### config.mk
export PLATFORM = sky130hd
export DESIGN_NAME = turn_signal_seq
export DESIGN_NICKNAME = d
export VERILOG_FILES = /design/src/rtl/turn_signal_pkg.sv /design/src/rtl/turn_signal_seq_tick_gen.sv /design/src/rtl/turn_signal_seq.sv
export SDC_FILE = /design/constraint.sdc
export NUM_CORES = 1
export LEC_CHECK = 0
export ABC_AREA = 1
export BUFFER_PORTS_ARGS = -buffer_cell sky130_fd_sc_hd__buf_2
export CAP_MARGIN = 10
export CORE_AREA = 2 2 39 41
export DETAILED_ROUTE_END_ITERATION = 12
export DIE_AREA = 0 0 41 43
export MAX_ROUTING_LAYER = met4
export PLACE_DENSITY = 0.66
export SYNTH_ARGS = -nofsm -noshare
export SYNTH_HDL_FRONTEND = slang
export SYNTH_SLANG_ARGS = --single-unit
export TNS_END_PERCENT = 50
### constraint.sdc
create_clock -name clk -period 1.78 [get_ports clk]
set_input_delay 0.089 -clock clk [delete_from_list [all_inputs] [get_ports clk]]
set_output_delay 0.089 -clock clk [all_outputs]
set_load 0.005 [all_outputs]
### src/rtl/turn_signal_pkg.sv
// Shared types and helpers for the turn-signal sequencer.
package turn_signal_pkg;

   typedef enum logic [1:0] {
      M_IDLE   = 2'd0,
      M_LEFT   = 2'd1,
      M_RIGHT  = 2'd2,
      M_HAZARD = 2'd3
   } mode_t;

   localparam int MAX_LAMPS = 16;

   // Thermometer mask: the lowest 'step' bits set, inner lamp at bit 0.
   function automatic logic [MAX_LAMPS-1:0] thermo(input logic [4:0] step);
      logic [MAX_LAMPS-1:0] m;
      m = '0;
      for (int i = 0; i < MAX_LAMPS; i++) begin
         m[i] = (i < int'(step));
      end
      return m;
   endfunction

endpackage

### src/rtl/turn_signal_seq_tick_gen.sv
// Free-running prescaler; tick is high on the last count of each DIV-cycle window.
module tick_gen #(
   parameter int DIV = 1
) (
   input  logic clk,
   input  logic reset,
   output logic tick
);

   localparam int PW = (DIV > 1) ? $clog2(DIV) : 1;
   localparam logic [PW-1:0] LAST = PW'(DIV - 1);

   logic [PW-1:0] cnt_q;
   logic [PW-1:0] cnt_d;

   assign tick  = (cnt_q == LAST);
   assign cnt_d = tick ? '0 : cnt_q + PW'(1);

   always_ff @(posedge clk or posedge reset) begin
      if (reset) begin
         cnt_q <= '0;
      end else begin
         cnt_q <= cnt_d;
      end
   end

endmodule

### src/rtl/turn_signal_seq.sv
// Tail-light sequencer: left/right thermometer sweep and hazard flash,
// stepping once per prescaler tick; new requests are taken only at the all-off step.
module turn_signal_seq
   import turn_signal_pkg::*;
#(
   parameter int N_LAMPS  = 3,
   parameter int TICK_DIV = 1
) (
   input  logic               clk,
   input  logic               reset,
   input  logic               left,
   input  logic               right,
   input  logic               hazard,
   output logic [N_LAMPS-1:0] lamps_l,
   output logic [N_LAMPS-1:0] lamps_r,
   output logic [1:0]         mode,
   output logic               busy
);

   localparam int SW = $clog2(N_LAMPS + 1);
   localparam logic [SW-1:0] LAST_STEP = SW'(N_LAMPS);

   logic               tick;
   mode_t              req;
   mode_t              mode_q, mode_d;
   logic [SW-1:0]      step_q, step_d;
   logic [N_LAMPS-1:0] lamps_l_q, lamps_l_d;
   logic [N_LAMPS-1:0] lamps_r_q, lamps_r_d;
   logic               busy_q;

   tick_gen #(.DIV(TICK_DIV)) u_tick (
      .clk   (clk),
      .reset (reset),
      .tick  (tick)
   );

   always_comb begin
      req = M_IDLE;
      if (hazard | (left & right)) req = M_HAZARD;
      else if (left)               req = M_LEFT;
      else if (right)              req = M_RIGHT;
   end

   always_comb begin
      mode_d = mode_q;
      step_d = step_q;
      if (tick) begin
         if (int'(step_q) > N_LAMPS) begin
            mode_d = M_IDLE;
            step_d = '0;
         end else if (mode_q == M_IDLE || step_q == '0) begin
            // Sequence boundary: the only point where the request is looked at.
            mode_d = req;
            step_d = (req == M_IDLE) ? '0 : SW'(1);
         end else if (mode_q == M_HAZARD || step_q == LAST_STEP) begin
            step_d = '0;
         end else begin
            step_d = step_q + SW'(1);
         end
      end

      lamps_l_d = '0;
      lamps_r_d = '0;
      case (mode_d)
         M_LEFT:   lamps_l_d = N_LAMPS'(thermo(5'(step_d)));
         M_RIGHT:  lamps_r_d = N_LAMPS'(thermo(5'(step_d)));
         M_HAZARD: begin
            lamps_l_d = (step_d != '0) ? '1 : '0;
            lamps_r_d = (step_d != '0) ? '1 : '0;
         end
         default: ;
      endcase
   end

   always_ff @(posedge clk or posedge reset) begin
      if (reset) begin
         mode_q    <= M_IDLE;
         step_q    <= '0;
         lamps_l_q <= '0;
         lamps_r_q <= '0;
         busy_q    <= 1'b0;
      end else begin
         mode_q    <= mode_d;
         step_q    <= step_d;
         lamps_l_q <= lamps_l_d;
         lamps_r_q <= lamps_r_d;
         busy_q    <= (mode_d != M_IDLE);
      end
   end

   assign lamps_l = lamps_l_q;
   assign lamps_r = lamps_r_q;
   assign mode    = mode_q;
   assign busy    = busy_q;

endmodule

==> run_results.csv, run 1 <==
group,metric,value,unit
outcome,status,"complete, no violations",
final_layout,multi_input_area,236,um2
clock_network,worstSkewPairLatency,0.26,ns
yosys,yosysSeqAreaShare,48.5,%
critical_path,path_class,"reg -> reg",
yosys,netlist_instances,67,
clock_network,post-cts-setup-buffers,0,
final_layout,nFillCells,133,
global_route,grt_pass1_vias,412,
final_layout,drive_above_1_share,36.5,%
critical_path,crit_required,1.94,ns
timing,fin_crit,1.41,ns
critical_path,end_kind,"register",
yosys,syn_area,568,um2
floorplanning,die_y,43,um
critical_path,rr_endpoint,"lamps_r[2]",
floorplanning,core,0.00138,mm2
final_layout,design_area,689,um2
timing,slew_violations,0,
place,gp_congestion,0.815,
clock_network,cts_tree,"yes",
drt,dr.pass1.iters,2,
clock_network,cts_max_path_buffers,2,
drt,via_count,426,
yosys,ys_warn_count,0,
min_path,min_path_type,"in -> reg",
critical_path,cp_num_buf_inv,2,
clock_network,cts_made_buffers,3,
global_route,antenna_found_initial,0,
drt,vias_per_cell,4.22,
critical_path,reg2reg_depth,9,
place,portBuffers,13,
timing,slew_headroom,73.1,%
critical_path,rrSetupSlack,0.37,ns
timing,hold_viol,0,
place,hpwl,726,um
timing,fin_tns_setup,0,ns
power_and_ir_drop,power_leakage,0.396,nW
timing,fmax,709,MHz
critical_path,start_kind,"register",
clock_network,clkSlewWorstSetupHoldPaths,0.07,ns
final_layout,syn_to_final_growth,21.4,%
timing,fin_worst_skew,0.00744,ns
place,dp_cells,96,
place,placed_area,653,um2
power_and_ir_drop,power.total,1.26,mW
run,max_cap_viol_count,0,
yosys,synth_seq_cells,11,
min_path,min_to,"mode[1]",
timing,rsz0062_at_grt,"no",
drt,routed_wl,910,um
critical_path,r2r-start,"step_q[0]",
timing,setup_viol,0,
floorplanning,ios,14,
global_route,grt_util_all_layers,13.5,%
critical_path,slowest_stage,"dfrtp_1",
floorplanning,start_util,41.0,%
drt,drc,0,
final_layout,regArea,275,um2
final_layout,final_cells,101,
yosys,postSynthAreaPerCell,8.48,um2
critical_path,critPathMaxFanout,4,
yosys,synth_cell_types,14,
timing,worst_pin_slew,0.403,ns
critical_path,slowest_delay,0.38,ns
final_layout,antenna_cells,0,
global_route,grt_pass1_wl,1.55,mm
clock_network,root_buffer,"clkbuf_4",
global_route,grt_start_max_net_pins,12,
final_layout,finish.utilization,49.8,%
floorplanning,num_rows,14,
drt,drtIter0Drc,5,
timing,period_share,79.2,%
clock_network,hold_buffers,1,
critical_path,cp_cell_sequence,"inv_1, ha_1, inv_1, o21ai_2, nand2_1, nand2_4, nor2_2, nand2_2, nand2_1",
yosys,synthesis.nets,74,
drt,wl_per_cell,9.01,um
power_and_ir_drop,power_density,1820,mW/mm2
min_path,worstHoldStart,"right",
drt,postRouteAntennaNets,0,
clock_network,cts_htree_levels,1,
power_and_ir_drop,worst_ir_drop_vdd,0.000836,V
clock_network,cts_sinks,11,
floorplanning,dieArea,0.00176,mm2
critical_path,cp_top_family,"simple AND/OR/NAND/NOR gates",
global_route,grt_overflow,0,
min_path,holdPathStages,5,
floorplanning,die_x,41,um
clock_network,cts_resized,0,
final_layout,fin_nets,93,
critical_path,cp.arrival,1.57,ns
==> logic make-up after synthesis <==
family | count (synthesis) | synth area share (%)
flops | 11 | 48.5
simple gates | 38 | 35.7
fa+ha+maj | 2 | 4.40
compound gates | 1 | 1.54
buf+inv | 15 | 9.91
==> Yosys cell counts (all sizes together) <==
cell / instances / area [um2]
nand2: 23 / 114
inv: 15 / 56.3
dfrtp: 11 / 275
nor2: 8 / 42.5
nand3: 6 / 40.0
ha: 2 / 25.0
nand4: 1 / 6.26
o21ai: 1 / 8.76
==> layout make-up <==
class	count	share of cell area (%)
clock buffer	4	3.81
inverter	15	8.17
multi-input combinational	41	34.3
tap	16	2.90
timing repair buffer	14	10.9
sequential	11	39.9
==> placed cells by master, fill, tap and decap left out, drive strengths merged <==
cell         count
buf             13
clkbuf           4
dfrtp           11
dlygate4sd3      1
ha               2
inv             15
nand2           23
nand3            6
nand4            1
nor2             8
o21ai            1
==> worst max path at each step <==
stage	from	end	slack, ns	cells after the start
2_1_floorplan	step_q[0]	lamps_r[2]	0.47	9
3_3_place_gp	step_q[0]	lamps_r[2]	0.37	9
3_5_place_dp	step_q[0]	lamps_l[1]	0.37	9
4_1_cts	step_q[0]	lamps_l[1]	0.35	9
5_1_grt	step_q[0]	lamps_l[1]	0.22	9
6_report	step_q[0]	lamps_r[2]	0.37	9
==> worst min-delay path: stages <==
cell,delay [ns]
buf_2,0.07
nor2_1,0.05
inv_1,0.05
nand2_1,0.05
nand2_2,0.07
==> routing by layer <==
metal | wire, um | up-vias | track usage [%] | part of all wire (%)
li1 | - | 233 | - | -
met1 | 391 | 186 | 15.8 | 43
met2 | 472 | 7 | 20.3 | 52
met3 | 46 | 0 | 7.85 | 5.1
met4 | 0 | 0 | 2.00 | 0
met5 | 0 | - | - | 0
==> where the power goes <==
group | internal [mW] | total (mW) | switching [mW] | leakage, nW
Combinational | 0.252 | 0.667 | 0.415 | 0.252
Clock | 0.0865 | 0.161 | 0.0745 | 0.0150
Sequential | 0.367 | 0.428 | 0.0618 | 0.129
Total | 0.705 | 1.26 | 0.551 | 0.396
==> through the flow <==
stage | hold slack, ns | worst slack (ns)
after floorplan | -0.0586 | 0.471
after global placement | 0.0824 | 0.371
after detailed placement | 0.0921 | 0.371
after CTS | 0.169 | 0.348
after global routing | 0.224 | 0.218
final | 0.174 | 0.370
==> state kept, by name (all words and copies together), names as in the netlist <==
signal / count
lamps_r: 3
busy: 1
lamps_l: 3
step_q: 2
mode: 2
Note: power is estimated with default switching activity, not from simulation.
==> inputs of run 2 (changes only) <==
--- a/config.mk
+++ b/config.mk
@@ -5,14 +5,13 @@
 export SDC_FILE = /design/constraint.sdc
 export NUM_CORES = 1
 export LEC_CHECK = 0
-export ABC_AREA = 1
+export ABC_AREA = 0
 export BUFFER_PORTS_ARGS = -buffer_cell sky130_fd_sc_hd__buf_2
 export CAP_MARGIN = 10
 export CORE_AREA = 2 2 39 41
 export DETAILED_ROUTE_END_ITERATION = 12
 export DIE_AREA = 0 0 41 43
 export MAX_ROUTING_LAYER = met4
-export PLACE_DENSITY = 0.66
 export SYNTH_ARGS = -nofsm -noshare
 export SYNTH_HDL_FRONTEND = slang
 export SYNTH_SLANG_ARGS = --single-unit
==> constraint.sdc (replaced) <==
create_clock -name clk -period 1.4 [get_ports clk]
set_input_delay 0.07 -clock clk [delete_from_list [all_inputs] [get_ports clk]]
set_output_delay 0.07 -clock clk [all_outputs]
set_load 0.005 [all_outputs]
==> run_results.csv, run 2 <==
group,metric,value,unit
final_layout,final_cells,80,
final_layout,fin_nets,72,
critical_path,crit_required,1.57,ns
yosys,postSynthAreaPerCell,10.8,um2
power_and_ir_drop,switchingPower,0.603,mW
timing,hold_viol,0,
place,hpwl,625,um
drt,vias_per_cell,4.60,
yosys,synth_most_common_cell,"dfrtp_1",
clock_network,cts_sinks,11,
final_layout,mostFrequentLayoutCells,"buf_2 (13), dfrtp_1 (11), inv_1 (6)",
timing,fmax,766,MHz
timing,period_share,93.2,%
drt,drtIter0Drc,5,
clock_network,clkSlewWorstSetupHoldPaths,0.07,ns
timing,slew_headroom,73.8,%
power_and_ir_drop,power_frac_comb,52.4,%
floorplanning,core,0.00138,mm2
clock_network,cts_tree,"yes",
yosys,synth_seq_cells,11,
critical_path,path_class,"reg -> reg",
power_and_ir_drop,p_int,0.971,mW
drt,dr.pass1.iters,4,
global_route,grt_start_max_net_pins,12,
timing,slew_violations,0,
critical_path,cp_cell_sequence,"ha_1, o22ai_1, and2_4, o21ai_2, a211oi_1",
yosys,synth_edf_count,0,
power_and_ir_drop,seq_power_share,34.3,%
critical_path,cp_num_buf_inv,0,
critical_path,end_kind,"register",
global_route,grt_util_all_layers,12.0,%
power_and_ir_drop,power_leakage,0.320,nW
final_layout,drive_above_1_share,42.2,%
floorplanning,start_util,35.3,%
place,gp_congestion,0.706,
final_layout,syn_to_final_growth,31.5,%
drt,routed_wl,817,um
yosys,syn_area,488,um2
floorplanning,die_y,43,um
timing,worst_pin_slew,0.393,ns
drt,via_count,368,
drt,drc,0,
yosys,synthesis.nets,52,
floorplanning,dieArea,0.00176,mm2
yosys,yosysSeqAreaShare,56.4,%
timing,fin_hold_ws,0.104,ns
final_layout,layout_commonest_cell,"buf_2",
clock_network,cts_max_path_buffers,2,
yosys,yosys.area.top_type,"dfrtp_1",
timing,rsz0062_at_grt,"no",
timing,fin_worst_skew,0.000250,ns
global_route,grt_pass1_wl,1.37,mm
clock_network,cts_htree_levels,1,
yosys,ys_warn_count,0,
run,max_cap_viol_count,0,
drt,postRouteAntennaNets,0,
place,pre_cts_slack,-0.0516,ns
drt,wl_per_cell,10.2,um
yosys,yosys-top-cells-count,"dfrtp_1 (11), inv_1 (6), a21oi_1 (4), nor2_1 (4)",
timing,fin_crit,1.30,ns
power_and_ir_drop,clkPwrFrac,13.3,%
clock_network,worstSkewPairLatency,0.26,ns
power_and_ir_drop,power_density,2450,mW/mm2
critical_path,slowest_delay,0.39,ns
final_layout,finish.utilization,46.4,%
floorplanning,die_x,41,um
global_route,grt_overflow,0,
floorplanning,ios,14,
min_path,min_path_type,"in -> reg",
power_and_ir_drop,netSwitchingFraction,38.3,%
yosys,synth_cell_types,21,
critical_path,slowest_stage,"dfrtp_1",
timing,setup_slack,0.0953,ns
critical_path,critPathMaxFanout,5,
outcome,status,"complete, no violations",
critical_path,cp.arrival,1.48,ns
clock_network,root_buffer,"clkbuf_4",
timing,setup_viol,0,
yosys,netlist_instances,45,
floorplanning,num_rows,14,
power_and_ir_drop,worst_ir_drop_vdd,0.000912,V
global_route,grt_pass1_vias,346,
critical_path,start_kind,"register",
yosys,synthTopCellsByArea,"dfrtp_1 (56%), ha_1 (5.1%), inv_1 (4.6%)",
clock_network,cts_made_buffers,3,
global_route,antenna_found_initial,0,
final_layout,antenna_cells,0,
timing,fin_tns_setup,0,ns
critical_path,cp_top_family,"compound AO/OA/AOI/OAI gates",
yosys,synth-async-reset-ratio,100,%
place,portBuffers,13,
place,dp_cells,75,
yosys,synth_ff_type,"dfrtp_1",
yosys,synth_top_area_share,56.4,%
run 2: cell count changes after synthesis, moves of 4 or more:
cell     delta
nand2_2     -5
nand3_1     -4
nand2_1    -15
inv_1       -7
a21oi_1     +4
run 2: cell type report:
class | count | area (um2)
Fill cell | 127 | 742
Inverter | 7 | 26.3
Timing Repair Buffer | 15 | 82.6
Tap cell | 16 | 20.0
Sequential cell | 11 | 275
Multi-Input combinational cell | 27 | 211
Clock buffer | 4 | 26.3
run 2: worst register-to-register path: cells and delay by family, from the launching register on:
family | cells | cell delay, ns
AOI/OAI and AO/OA | 3 | 0.43
DFF | 1 | 0.39
adders and majority gates | 1 | 0.22
and+or+nand+nor | 1 | 0.18
run 2: final timing paths:
| kind | start | endpoint | slack, ns | cells after the start |
|---|---|---|---|---|
| worst max-delay path | step_q[0] | lamps_r[2] | 0.1 | 5 |
| worst min-delay path | right | busy | 0.10 | 3 |
| worst max register to register | step_q[0] | lamps_r[2] | 0.1 | 5 |
| worst min register to register | mode[0] | busy | 0.72 | 2 |
| max in group asynchronous | reset | lamps_l[0] | 0.78 | 3 |
| min in group asynchronous | reset | busy | 0.34 | 3 |
run 2: logic make-up (layout without fill, tap and decap cells):
group / count (synthesis) / after routing / synth area share (%)
xor gates and xnor gates: 1 / 1 / 1.80
DFF: 11 / 11 / 56.4
AOI/OAI and AO/OA: 13 / 13 / 18.7
buffers and inverters: 7 / 26 / 5.38
and+or+nand+nor: 11 / 11 / 12.6
adders and majority gates: 2 / 2 / 5.13
run 2: through the flow:
| step | area (um2) | power (mW) |
|---|---|---|
| 6_report | 642 | 1.57 |
| 5_1_grt | 642 | 1.73 |
| 4_1_cts | 632 | 1.55 |
| 3_5_place_dp | 581 | 1.29 |
| 3_3_place_gp | 581 | 1.28 |
| 2_1_floorplan | 488 | 1.06 |
run 2: timing repair:
item | CTS | global route
cloned | 0 | 0
buffers inserted | 0 | 0
pin swaps | 1 | 1
setup endpoints to repair | 2 | 4
hold endpoints to repair | 11 | 0
gates resized for setup | 2 | 3
hold buffers | 1 | 0
run 2: routing by layer:
metal | vias up | routed length [um] | track usage (%)
met5 | - | 0 | -
met4 | 0 | 0 | 8.00
met3 | 0 | 42 | 3.14
met2 | 9 | 425 | 17.5
met1 | 175 | 349 | 13.9
li1 | 184 | - | -
run 2: power by group through the flow:
stage               clock network (mW)  registers (mW)  logic, mW
CTS                              0.220           0.540      0.794
floorplan                            0           0.547      0.512
global placement                     0           0.538      0.746
finish                           0.209           0.540      0.825
global route                     0.240           0.561      0.931
detailed placement                   0           0.539      0.749
